==> src/rtl/seq_alu_pkg.sv <==
// seq_alu_pkg: opcode and FSM state encodings shared by the sequential ALU
package seq_alu_pkg;
  typedef enum logic [1:0] {
    OP_ADD = 2'd0,
    OP_SUB = 2'd1,
    OP_MUL = 2'd2,
    OP_DIV = 2'd3
  } op_e;
  typedef enum logic {
    ST_IDLE = 1'b0,
    ST_DIV  = 1'b1
  } state_e;
endpackage

==> src/rtl/seq_divider.sv <==
// seq_divider: restoring unsigned divider retiring one quotient bit per cycle
module seq_divider #(
  parameter int WIDTH = 8
) (
  input  logic             clk,
  input  logic             rst,
  input  logic             start,
  input  logic [WIDTH-1:0] a,
  input  logic [WIDTH-1:0] b,
  output logic             busy,
  output logic             done,
  output logic [WIDTH-1:0] quotient,
  output logic [WIDTH-1:0] remainder
);
  localparam int CW = $clog2(WIDTH + 1);
  logic [CW-1:0]    cnt_q, cnt_d;
  logic [WIDTH-1:0] rem_q, rem_d, quo_q, quo_d, den_q, den_d;
  logic [WIDTH-1:0] rem_nx, quo_nx;
  logic [WIDTH:0]   rem_sh, diff;
  logic             ge;
  assign busy      = cnt_q != '0;
  assign done      = cnt_q == CW'(1);
  assign quotient  = quo_nx;
  assign remainder = rem_nx;
  always_comb begin
    rem_sh = {rem_q, quo_q[WIDTH-1]};
    diff   = rem_sh - {1'b0, den_q};
    ge     = !diff[WIDTH];
    rem_nx = ge ? diff[WIDTH-1:0] : rem_sh[WIDTH-1:0];
    quo_nx = {quo_q[WIDTH-2:0], ge};
    cnt_d  = start ? CW'(WIDTH) : busy ? cnt_q - CW'(1) : cnt_q;
    rem_d  = start ? '0 : busy ? rem_nx : rem_q;
    quo_d  = start ? a : busy ? quo_nx : quo_q;
    den_d  = start ? b : den_q;
  end
  always_ff @(posedge clk) begin
    if (rst) begin
      cnt_q <= '0;
      rem_q <= '0;
      quo_q <= '0;
      den_q <= '0;
    end else begin
      cnt_q <= cnt_d;
      rem_q <= rem_d;
      quo_q <= quo_d;
      den_q <= den_d;
    end
  end
endmodule

==> src/rtl/seq_alu.sv <==
// seq_alu: registered add/sub/mul ALU with a multi-cycle divider behind a valid/ready port
module seq_alu
  import seq_alu_pkg::*;
#(
  parameter int DATA_WIDTH = 8
) (
  input  logic                  i_clk,
  input  logic                  i_reset,
  input  logic                  i_valid,
  output logic                  o_ready,
  input  logic [1:0]            i_op,
  input  logic [DATA_WIDTH-1:0] i_value_a,
  input  logic [DATA_WIDTH-1:0] i_value_b,
  output logic                  o_valid,
  output logic [DATA_WIDTH-1:0] o_result,
  output logic [DATA_WIDTH-1:0] o_result_hi,
  output logic                  o_carry,
  output logic                  o_div_by_zero
);
  localparam int W = DATA_WIDTH;
  state_e          state_q, state_d;
  op_e             op;
  logic            accept, start_div, div_busy, div_done;
  logic [W-1:0]    quo, rem;
  logic [W-1:0]    result_q, result_d, hi_q, hi_d;
  logic            valid_q, valid_d, carry_q, carry_d, dbz_q, dbz_d;
  logic [W:0]      sum;
  logic [2*W-1:0]  prod;
  seq_divider #(.WIDTH(W)) u_div (
    .clk       (i_clk),
    .rst       (i_reset),
    .start     (start_div),
    .a         (i_value_a),
    .b         (i_value_b),
    .busy      (div_busy),
    .done      (div_done),
    .quotient  (quo),
    .remainder (rem)
  );
  always_ff @(posedge i_clk) begin
    if (i_reset) state_q <= ST_IDLE;
    else state_q <= state_d;
  end
  always_comb begin
    state_d = state_q == ST_IDLE ? (start_div ? ST_DIV : ST_IDLE)
                                 : (div_busy && !div_done ? ST_DIV : ST_IDLE);
  end
  always_comb begin
    o_ready = state_q == ST_IDLE && !i_reset;
  end
  always_comb begin
    op        = op_e'(i_op);
    accept    = i_valid && o_ready;
    start_div = accept && op == OP_DIV && i_value_b != '0;
    sum       = {1'b0, i_value_a} + {1'b0, i_value_b};
    prod      = {{W{1'b0}}, i_value_a} * {{W{1'b0}}, i_value_b};
    valid_d   = div_done || (accept && !start_div);
    result_d  = result_q;
    hi_d      = hi_q;
    carry_d   = carry_q;
    dbz_d     = dbz_q;
    if (div_done) begin
      result_d = quo;
      hi_d     = rem;
      carry_d  = 1'b0;
      dbz_d    = 1'b0;
    end else if (valid_d) begin
      result_d = op == OP_ADD ? sum[W-1:0] : op == OP_SUB ? i_value_a - i_value_b
               : op == OP_MUL ? prod[W-1:0] : '1;
      hi_d     = op == OP_MUL ? prod[2*W-1:W] : op == OP_DIV ? i_value_a : '0;
      carry_d  = op == OP_ADD ? sum[W] : op == OP_SUB && i_value_a < i_value_b;
      dbz_d    = op == OP_DIV;
    end
  end
  always_ff @(posedge i_clk) begin
    if (i_reset) begin
      valid_q  <= 1'b0;
      result_q <= '0;
      hi_q     <= '0;
      carry_q  <= 1'b0;
      dbz_q    <= 1'b0;
    end else begin
      valid_q  <= valid_d;
      result_q <= result_d;
      hi_q     <= hi_d;
      carry_q  <= carry_d;
      dbz_q    <= dbz_d;
    end
  end
  assign o_valid       = valid_q;
  assign o_result      = result_q;
  assign o_result_hi   = hi_q;
  assign o_carry       = carry_q;
  assign o_div_by_zero = dbz_q;
endmodule

==> config.mk <==
export PLATFORM = sky130hd
export DESIGN_NAME = seq_alu
export DESIGN_NICKNAME = d
export VERILOG_FILES = /design/src/rtl/seq_alu_pkg.sv /design/src/rtl/seq_divider.sv /design/src/rtl/seq_alu.sv
export SDC_FILE = /design/constraint.sdc
export NUM_CORES = 1
export LEC_CHECK = 0
export BUFFER_PORTS_ARGS = -buffer_cell sky130_fd_sc_hd__buf_2
export CAP_MARGIN = 15
export CORE_UTILIZATION = 40
export CTS_BUF_LIST = sky130_fd_sc_hd__clkbuf_4 sky130_fd_sc_hd__clkbuf_8 sky130_fd_sc_hd__clkbuf_16
export DETAILED_ROUTE_END_ITERATION = 7
export GPL_ROUTABILITY_DRIVEN = 0
export GPL_TIMING_DRIVEN = 0
export HOLD_SLACK_MARGIN = 0.05
export PLACE_DENSITY = 0.58
export SYNTH_ARGS = -nofsm -noshare
export SYNTH_HDL_FRONTEND = slang
export SYNTH_SLANG_ARGS = --single-unit
==> constraint.sdc <==
create_clock -name i_clk -period 11.51 [get_ports i_clk]
set_input_delay 2.8775 -clock i_clk [delete_from_list [all_inputs] [get_ports i_clk]]
set_output_delay 2.8775 -clock i_clk [all_outputs]
set_load 0.05 [all_outputs]
==> results by group, run 1 <==
Outcome
  – Status: complete, no violations

Drt
  – DR WL/cell: ~18 um
  – DR vias/cell: approximately 5.6
  – Via Count: approximately 5000
  – WL final: 16.4 mm
  – Drt drc: 0
  – Final ANT Viol Nets: 0
  – DR pass1 iterations: 5
  – Iteration-0 DRC Markers: 380

Worst setup path
  – Startpoint types: input port
  – Crit-path cells: buf_2 > clkbuf_1 > nand2_1 > fa_1 > fa_1 > inv_1 > fa_1 > inv_1 > fa_1 > inv_1 > ha_1 > o21a_1 > o31a_1 > o41ai_2 > mux2i_1 > a211oi_2 > o22ai_1
  – Top delay family on crit path: adder cells
  – Most Frequent Cell on Critical Path: fa_1
  – WP buf/inv: 5
  – R2r setup slk: 8.67 ns
  – Worst Setup Path Type: in -> reg
  – Crit path max fanout: 9
  – Critical Path AT: roughly 7.5 ns
  – CP max stage cell: fa_1
  – CP Capture Type: flop
  – Req. time, crit path: between 10 and 15 ns
  – Worst path max stage delay: 0.56 ns

Yosys
  – Ys Warns: 0
  – Mapped Cells: roughly 680
  – Register bit total from synthesis: 48
  – Seq/Total Area, Yosys: 17.5%
  – EDFF count, synth: 0
  – Syn_area_per_cell: roughly 8 um^2
  – Primary FF master, synth: dfxtp_1
  – Synthesized area: 0.00550 mm^2
  – Syn nets: ~800
  – Async set-reset flop share out of synthesis: 0%
  – Post-synth cell types: 68

Clock network
  – Clk sink count: 48
  – Clk slew on worst S/H paths: 0.07 ns
  – Cts hold-fix bufs: 0
  – CTS buffer count: 5
  – # Post-CTS Setup Buffers: 0
  – Clk Tree Root Cell: clkbuf_16
  – CTS tree: yes
  – Htree depth: 2
  – Clk buf depth: 2
  – Clock Latency Late Sink: 0.30 ns
  – CTS-repair resized insts: 0

Timing
  – Final Hold Viols: 0
  – Max Freq: around 140 MHz
  – Max-slew headroom: 56.9%
  – Setup TNS: 0 ns
  – Worst Setup Slack, final: 4.20 ns
  – Final Max Tran Viols: 0
  – Tmin final: roughly 7.3 ns
  – Fin Clk Skew: 0.00647 ns
  – RSZ-0062 raised after global routing: false
  – Worst-margin pin slew: roughly 0.65 ns
  – Final setup viols: 0
  – WHS: approximately 0.46 ns
  – Fraction of the cycle the final worst path needs: 63.5%

Pwr
  – Max VDD drop: about 100 uV
  – Leak pwr: between 2 and 3 nW
  – Pwr Density: 191 mW/mm^2

Final layout
  – Area growth, synth to finish: 10.8%
  – ANT cells: 0
  – Share of layout cells above drive strength 1: a little over a tenth
  – Nets: about 850
  – Multi-input gate area: about 0.0041 mm^2
  – Fillcell total: ~1400
  – Register area: approximately 960 um^2

Global routing
  – All-Layer GR Usage: roughly a quarter
  – Vias in the first global route: 4979
  – First-pass GRT wire length: roughly 27 mm
  – Largest net degree at the start of global routing: 15
  – Initial antenna violation count: 0
  – Gr ovfl total: 0

Floorplan
  – Core Area: ~0.013 mm^2
  – Initial cell density of the core: around two fifths
  – IO Count: between 40 and 50
  – Die Wd: around 120 um
  – Die H: 119 um
  – Rows: 42
  – Die ar.: ~0.014 mm^2

Placement
  – Place WS: around 3.9 ns
  – Port bufs: 38
  – HPWL Detailed: approximately 13 mm

Run
  – Max-cap violations: 0

Worst hold path
  – Hold WC Path Type: reg -> reg
cells in the final DEF, fill, tap and decap left out, types with 10 or more instances in the layout:
master and n:
ha_1 63, nand3_1 10, nor3_1 16, nand2_1 75, clkbuf_1 13, and2_1 37
nor2b_1 10, mux2i_1 13, buf_2 46, a21oi_1 40, fa_1 39, a311oi_1 11
inv_1 77, dfxtp_1 48, nor2_1 52, o21ai_0 30
registers in the layout (all words and copies together) (netlist names):
signal         count
state_q            1
u_div.den_q        8
u_div.quo_q        8
u_div.rem_q        8
o_valid            1
o_div_by_zero      1
o_result_hi        8
o_carry            1
o_result           8
u_div.cnt_q        4
metal layers:
| metal | vias to the layer above | GRT usage, % | share of wire (%) |
|---|---|---|---|
| met3 | 17 | 2.68 | 4.5 |
| li1 | 2448 | - | - |
| met4 | 0 | 4.38 | 1.3 |
| met2 | 130 | 39.6 | 46 |
| met5 | - | 0 | 0 |
| met1 | 2443 | 34.0 | 48 |
cells by family after synthesis:
group,Yosys count,synth area share (%)
buf+inv,104,7.48
fa+ha+maj,102,28.5
flops,48,17.5
simple gates,233,21.1
compound gates,165,20.7
xor+xnor,12,1.91
mux,15,2.77
where the power goes:
group / switching [mW] / internal [mW]
Sequential: 0.0289 / 0.205
Combinational: 0.477 / 0.276
Clock: 0.0643 / 0.114
Total: 0.570 / 0.596
synthesized netlist by cell type, drive strengths merged (11+ instances only):
master | n | share of area [%]
inv | 78 | 5.3
nand2 | 75 | 5.1
ha | 63 | 14
nor2 | 55 | 3.9
dfxtp | 48 | 17
a21oi | 42 | 4.0
fa | 39 | 14
and2 | 37 | 4.2
o21ai | 33 | 3.0
nor3 | 17 | 1.6
clkbuf | 13 | 0.89
mux2i | 13 | 2.4
buf | 12 | 1.2
a311oi | 11 | 1.8
through the flow:
stage               area (um^2)  utilization (%)  total power, mW  instances
floorplan                  5500                -            0.800        679
global placement           5910             44.3            0.971        893
detailed placement         5910             44.3            0.982        893
CTS                        6100             45.7             1.17        901
global route               6100             45.7             1.26        901
finish                     6100             45.7             1.17        901
path summary, 6_finish.rpt:
path                                 endpoint  cells after the start                   startpoint
setup / recovery  o_result_hi[7]$_SDFFE_PP0P_                     17                 i_value_b[6]
hold / removal    u_div.den_q[7]$_SDFFE_PP0P_                      2  u_div.den_q[7]$_SDFFE_PP0P_
setup reg to reg  o_result_hi[6]$_SDFFE_PP0P_                     10  u_div.quo_q[7]$_SDFFE_PP0P_
hold reg to reg   u_div.den_q[7]$_SDFFE_PP0P_                      2  u_div.den_q[7]$_SDFFE_PP0P_
cell type report:
| type | count | area share (%) |
|---|---|---|
| inverters | 79 | 4.86 |
| clock inverters | 1 | 0.493 |
| repair buffers | 38 | 3.12 |
| well taps | 176 | 3.61 |
| clock buffers | 7 | 2.50 |
| flip-flops and latches | 48 | 15.8 |
| multi-input cells | 527 | 67.8 |
| plain buffers | 25 | 1.89 |
worst reg2reg max path: stages, from the launching register on:
cell	delay [ns]
dfxtp_1	0.38
inv_1	0.06
ha_1	0.21
fa_1	0.41
nand2b_1	0.22
a211oi_2	0.27
mux2i_1	0.32
nand2_1	0.14
buf_4	0.22
mux2i_1	0.33
a31oi_1	0.14
(Power assumes the default switching activity.)
==> run 2: changes to the inputs <==
--- a/config.mk
+++ b/config.mk
@@ -13,7 +13,7 @@
 export GPL_ROUTABILITY_DRIVEN = 0
 export GPL_TIMING_DRIVEN = 0
 export HOLD_SLACK_MARGIN = 0.05
-export PLACE_DENSITY = 0.58
+export PLACE_DENSITY = 0.6
 export SYNTH_ARGS = -nofsm -noshare
 export SYNTH_HDL_FRONTEND = slang
 export SYNTH_SLANG_ARGS = --single-unit
==> constraint.sdc (replaced) <==
create_clock -name i_clk -period 6.3 [get_ports i_clk]
set_input_delay 1.575 -clock i_clk [delete_from_list [all_inputs] [get_ports i_clk]]
set_output_delay 1.575 -clock i_clk [all_outputs]
set_load 0.05 [all_outputs]
==> run 2 against run 1 <==
  * Total power up 79%
  * Combinational power up 83%
  * Clock skew about the same
  * Sequential cell count unchanged
  * Count of clock-buffer cells in the layout unchanged
  * Die area unchanged
==> results by group, run 2 (synthesis results as in run 1) <==
Outcome
  – Status: complete, no violations

Worst setup path
  – Cell depth of the worst setup path: 17
  – WP buf/inv: 5
  – Top delay family on crit path: adder cells
  – CP Capture Type: flop
  – Req. time, crit path: roughly 6.4 ns
  – Startpoint types: input port
  – Worst Setup SP: i_value_a[5]
  – Crit-path cells: buf_2 > clkbuf_1 > nand2_1 > fa_1 > fa_1 > inv_1 > fa_1 > inv_1 > fa_1 > inv_1 > ha_1 > o21a_1 > o31a_1 > o41ai_2 > mux2i_1 > a211oi_2 > o22ai_1
  – Reg2reg path depth: 10
  – Most Frequent Cell on Critical Path: fa_1
  – Worst Setup Path Type: in -> reg
  – Worst path max stage delay: between 0.5 and 0.6 ns
  – CP max stage cell: fa_1
  – Critical Path AT: 6.07 ns
  – FF-to-FF Start: u_div.quo_q[7]$_SDFFE_PP0P_
  – Crit path max fanout: 9

Drt
  – DR vias/cell: between 5 and 6
  – Drt drc: 0
  – Via Count: approximately 5100
  – WL final: 16.2 mm
  – Iteration-0 DRC Markers: 270
  – DR WL/cell: roughly 18 um
  – DR pass1 iterations: 4
  – Final ANT Viol Nets: 0

Worst hold path
  – Hold WC Path Type: reg -> reg
  – Hold Crit Depth: 2
  – Hold path start: u_div.den_q[3]$_SDFFE_PP0P_

Global routing
  – All-Layer GR Usage: between 20% and 30%
  – Initial antenna violation count: 0
  – First-pass GRT wire length: roughly 26 mm
  – Gr ovfl total: 0
  – Largest net degree at the start of global routing: 15
  – Vias in the first global route: around 5100

Timing
  – RSZ-0062 raised after global routing: false
  – Worst-margin pin slew: about 0.6 ns
  – Fraction of the cycle the final worst path needs: between 90% and 100%
  – Max Freq: approximately 170 MHz
  – Worst Setup Slack, final: 0.367 ns
  – Final setup viols: 0
  – Final Max Tran Viols: 0
  – Tmin final: 5.93 ns
  – Final Hold Viols: 0
  – Fin Clk Skew: 0.00669 ns
  – Max-slew headroom: between 50% and 60%

Clock network
  – CTS-repair resized insts: 0
  – Clock Latency Late Sink: ~0.29 ns
  – Clk Tree Root Cell: clkbuf_16
  – CTS buffer count: 5
  – Clk sink count: 48
  – Clk buf depth: 2
  – Htree depth: 2
  – Clk slew on worst S/H paths: ~0.070 ns
  – # Post-CTS Setup Buffers: 0
  – CTS tree: yes

Pwr
  – Leak pwr: approximately 2.7 nW
  – Pwr Density: approximately 340 mW/mm^2
  – Final Power: 2.08 mW
  – Max VDD drop: between 150 and 200 uV

Floorplan
  – Die Wd: ~120 um
  – Rows: 42
  – Die ar.: about 0.014 mm^2
  – Core Area: approximately 0.013 mm^2
  – Initial cell density of the core: 41.2%
  – IO Count: a little over 40
  – Die H: approximately 120 um

Final layout
  – Area growth, synth to finish: 10.2%
  – Most common cell after layout, fill and taps aside: inv_1
  – Share of layout cells above drive strength 1: between 10% and 20%
  – Commonest non-fill, non-tap cells in the layout: 77 x inv_1, 75 x nand2_1, 63 x ha_1
  – Nets: 846
  – ANT cells: 0
  – Non-filler cells, final: 900

Run
  – Max-cap violations: 0

Placement
  – Post-placement cell count: 893
  – Place WS: -0.0332 ns
  – HPWL Detailed: around 12 mm
  – Port bufs: 38
## run 2: changes by cell type in the layout (fill, tap and decap cells not counted)
cell / previous run / this run
bufinv_16: 1 / 0
clkbuf_1: 13 / 12
clkbuf_4: 0 / 1
clkbuf_8: 2 / 1
clkinvlp_4: 0 / 1
## run 2: metal layers
metal  vias up  part of all wire (%)  GRT usage (%)
li1       2449                     -              -
met1      2476                    48           32.5
met2       132                    47           39.5
met3        15                   4.3           2.54
met4         0                   1.0           3.91
met5         -                     0              0
## run 2: tightest hold or removal path, stage by stage (launching register included)
cell and delay, ns:
dfxtp_1 0.31, nand2_1 0.05, a21oi_1 0.05
## run 2: power by group
group / leakage [nW] / switching [mW] / internal [mW]
registers: 0.393 / 0.0511 / 0.375
clock network: 0.0736 / 0.118 / 0.163
logic: 2.28 / 0.872 / 0.506
total: 2.74 / 1.04 / 1.04
## run 2: per-stage QoR
stage / util, % / hold slack [ns] / cell area [um^2] / TNS [ns]
finish: 45.4 / 0.458 / 6060 / 0
global route: 45.4 / 0.482 / 6060 / 0
CTS: 45.5 / 0.458 / 6070 / 0
detailed placement: 44.3 / 0.448 / 5910 / -0.0332
global placement: 44.3 / 0.447 / 5910 / 0
floorplan: - / 0.436 / 5500 / 0
## run 2: repair_timing
action,4_1_cts,5_1_grt
hold endpoints to repair,0,0
endpoints found under the setup margin,0,1
hold buffers,0,0
## run 2: layout make-up
cell class | count | area (um^2)
Buffer | 24 | 111
Clock buffer | 7 | 146
Clock inverter | 1 | 7.51
Fill cell | 1379 | 7280
Inverter | 79 | 297
Multi-Input combinational cell | 527 | 4130
Sequential cell | 48 | 961
Tap cell | 176 | 220
Timing Repair Buffer | 38 | 190
## run 2: path summary, 6_finish.rpt
check,to,slack [ns]
max,o_result_hi[7]$_SDFFE_PP0P_,0.37
min,u_div.den_q[3]$_SDFFE_PP0P_,0.46
max reg2reg,o_result_hi[7]$_SDFFE_PP0P_,3.53
min reg2reg,u_div.den_q[3]$_SDFFE_PP0P_,0.46
==> run 3: changes to the inputs <==
--- a/config.mk
+++ b/config.mk
@@ -7,6 +7,7 @@
 export LEC_CHECK = 0
 export BUFFER_PORTS_ARGS = -buffer_cell sky130_fd_sc_hd__buf_2
 export CAP_MARGIN = 15
+export CORE_ASPECT_RATIO = 0.9
 export CORE_UTILIZATION = 40
 export CTS_BUF_LIST = sky130_fd_sc_hd__clkbuf_4 sky130_fd_sc_hd__clkbuf_8 sky130_fd_sc_hd__clkbuf_16
 export DETAILED_ROUTE_END_ITERATION = 7
==> run 3 against run 2 <==
  * The flow now finishes with violations (DRC)
  * Sequential power rose by 1%
  * Global-route usage fell by 0.12 points
  * Critical path depth did not move
  * Highest routed layer unchanged
==> results by group, run 3 (synthesis results as in run 1) <==
Outcome
  – Status: finished, violations left
  – Failing checks: DRC

Clock network
  – Clk Tree Root Cell: clkbuf_16
  – Clk slew on worst S/H paths: 0.07 ns
  – Clk sink count: between 40 and 50
  – CTS buffer count: 5
  – # Post-CTS Setup Buffers: 0
  – CTS-repair resized insts: 0
  – CTS tree: yes
  – Htree depth: 2
  – Clock Latency Late Sink: around 0.30 ns
  – Cts hold-fix bufs: 0
  – Clk buf depth: 2

Floorplan
  – IO Count: 41
  – Die H: between 100 and 150 um
  – Die Wd: about 130 um
  – Core Area: 0.0134 mm^2
  – Die ar.: around 0.014 mm^2
  – Rows: 40
  – Initial cell density of the core: about two fifths

Global routing
  – Initial antenna violation count: 0
  – Vias in the first global route: 5023
  – All-Layer GR Usage: roughly a quarter
  – First-pass GRT wire length: 26.1 mm
  – Largest net degree at the start of global routing: 16
  – Gr ovfl total: 0

Pwr
  – Final Power: 2.08 mW
  – Leak pwr: 2.74 nW
  – Pwr Density: about 340 mW/mm^2
  – Max VDD drop: 166 uV

Placement
  – Place WS: 0.0705 ns
  – Port bufs: 38
  – HPWL Detailed: 12.6 mm
  – Post-placement cell count: 885

Worst setup path
  – Startpoint types: input port
  – Crit-path cells: buf_2 > clkbuf_1 > nand2_1 > fa_1 > fa_1 > inv_1 > fa_1 > inv_1 > fa_1 > inv_1 > ha_1 > o21a_1 > o31a_1 > o41ai_2 > mux2i_1 > a211oi_2 > o22ai_1
  – Worst Setup Path Type: in -> reg
  – Req. time, crit path: between 6 and 7 ns
  – Most Frequent Cell on Critical Path: fa_1
  – CP max stage cell: fa_1
  – Worst path max stage delay: between 0.5 and 0.6 ns
  – CP Capture Type: flop
  – Critical Path AT: just over 6 ns
  – Crit path max fanout: 9
  – Top delay family on crit path: adder cells
  – WP buf/inv: 5

Final layout
  – Area growth, synth to finish: 9.98%
  – Nets: between 800 and 900
  – ANT cells: 0
  – Commonest non-fill, non-tap cells in the layout: 77 x inv_1, 75 x nand2_1, 63 x ha_1
  – Non-filler cells, final: between 800 and 900
  – Most common cell after layout, fill and taps aside: inv_1
  – Fillcell total: roughly 1400
  – Share of layout cells above drive strength 1: roughly a tenth

Timing
  – RSZ-0062 raised after global routing: false
  – Max-slew headroom: 57.4%
  – Tmin final: roughly 6 ns
  – Final Max Tran Viols: 0
  – Worst Setup Slack, final: between 0.3 and 0.4 ns
  – Final Hold Viols: 0
  – Setup TNS: 0 ns
  – Fraction of the cycle the final worst path needs: 94.9%
  – Worst-margin pin slew: 0.639 ns
  – Fin Clk Skew: 0.00867 ns
  – WHS: roughly 0.46 ns
  – Final setup viols: 0
  – Max Freq: 167 MHz

Drt
  – Final ANT Viol Nets: 0
  – Drt drc: 3
  – DR pass1 iterations: 7
  – Iteration-0 DRC Markers: between 300 and 400
  – DR vias/cell: 5.68
  – WL final: 16.0 mm
  – Via Count: just over 5000
  – DR WL/cell: between 15 and 20 um

Worst hold path
  – Hold WC Path Type: reg -> reg

Run
  – Max-cap violations: 0
run 3: per-stage QoR:
stage	utilization, %	instance area, um^2
after detailed placement	44.2	5900
final	45.3	6050
after global routing	45.3	6050
after global placement	44.2	5900
after CTS	45.3	6050
after floorplan	-	5500
run 3: worst paths after layout:
kind | start | to | slack, ns | cells past startpoint
max reg2reg | u_div.quo_q[7]$_SDFFE_PP0P_ | o_result_hi[6]$_SDFFE_PP0P_ | 3.46 | 10
min reg2reg | u_div.den_q[2]$_SDFFE_PP0P_ | u_div.den_q[2]$_SDFFE_PP0P_ | 0.46 | 2
max | i_value_b[6] | o_result_hi[7]$_SDFFE_PP0P_ | 0.32 | 17
min | u_div.den_q[2]$_SDFFE_PP0P_ | u_div.den_q[2]$_SDFFE_PP0P_ | 0.46 | 2
run 3: worst register-to-register path: stages, from the launching register on:
cell	delay, ns
dfxtp_1	0.39
inv_1	0.06
ha_1	0.22
fa_1	0.40
nand2b_1	0.21
a211oi_2	0.27
mux2i_1	0.33
nand2_1	0.13
buf_4	0.22
mux2i_1	0.34
a31oi_1	0.15
run 3: layout make-up:
cell class,count,area (um^2),share of cell area (%)
clock buffer,6,133,2.19
tap,168,210,3.47
timing repair buffer,38,190,3.14
inverter,79,297,4.90
clock inverter,2,16.3,0.269
sequential,48,961,15.9
multi-input combinational,527,4130,68.2
buffer,25,115,1.90
run 3: report_power, final:
part	total (mW)	switching, mW	internal [mW]
registers	0.431	0.0557	0.375
logic	1.38	0.870	0.505
clock network	0.274	0.121	0.152
total	2.08	1.05	1.03
run 3: routing by layer:
metal	global-route usage, %	vias to the layer above	wire length, um	share of wire (%)
met3	2.88	18	785	4.9
li1	-	2448	-	-
met1	32.6	2471	7660	48
met5	0	-	0	0
met2	38.3	139	7290	46
met4	5.20	0	225	1.4
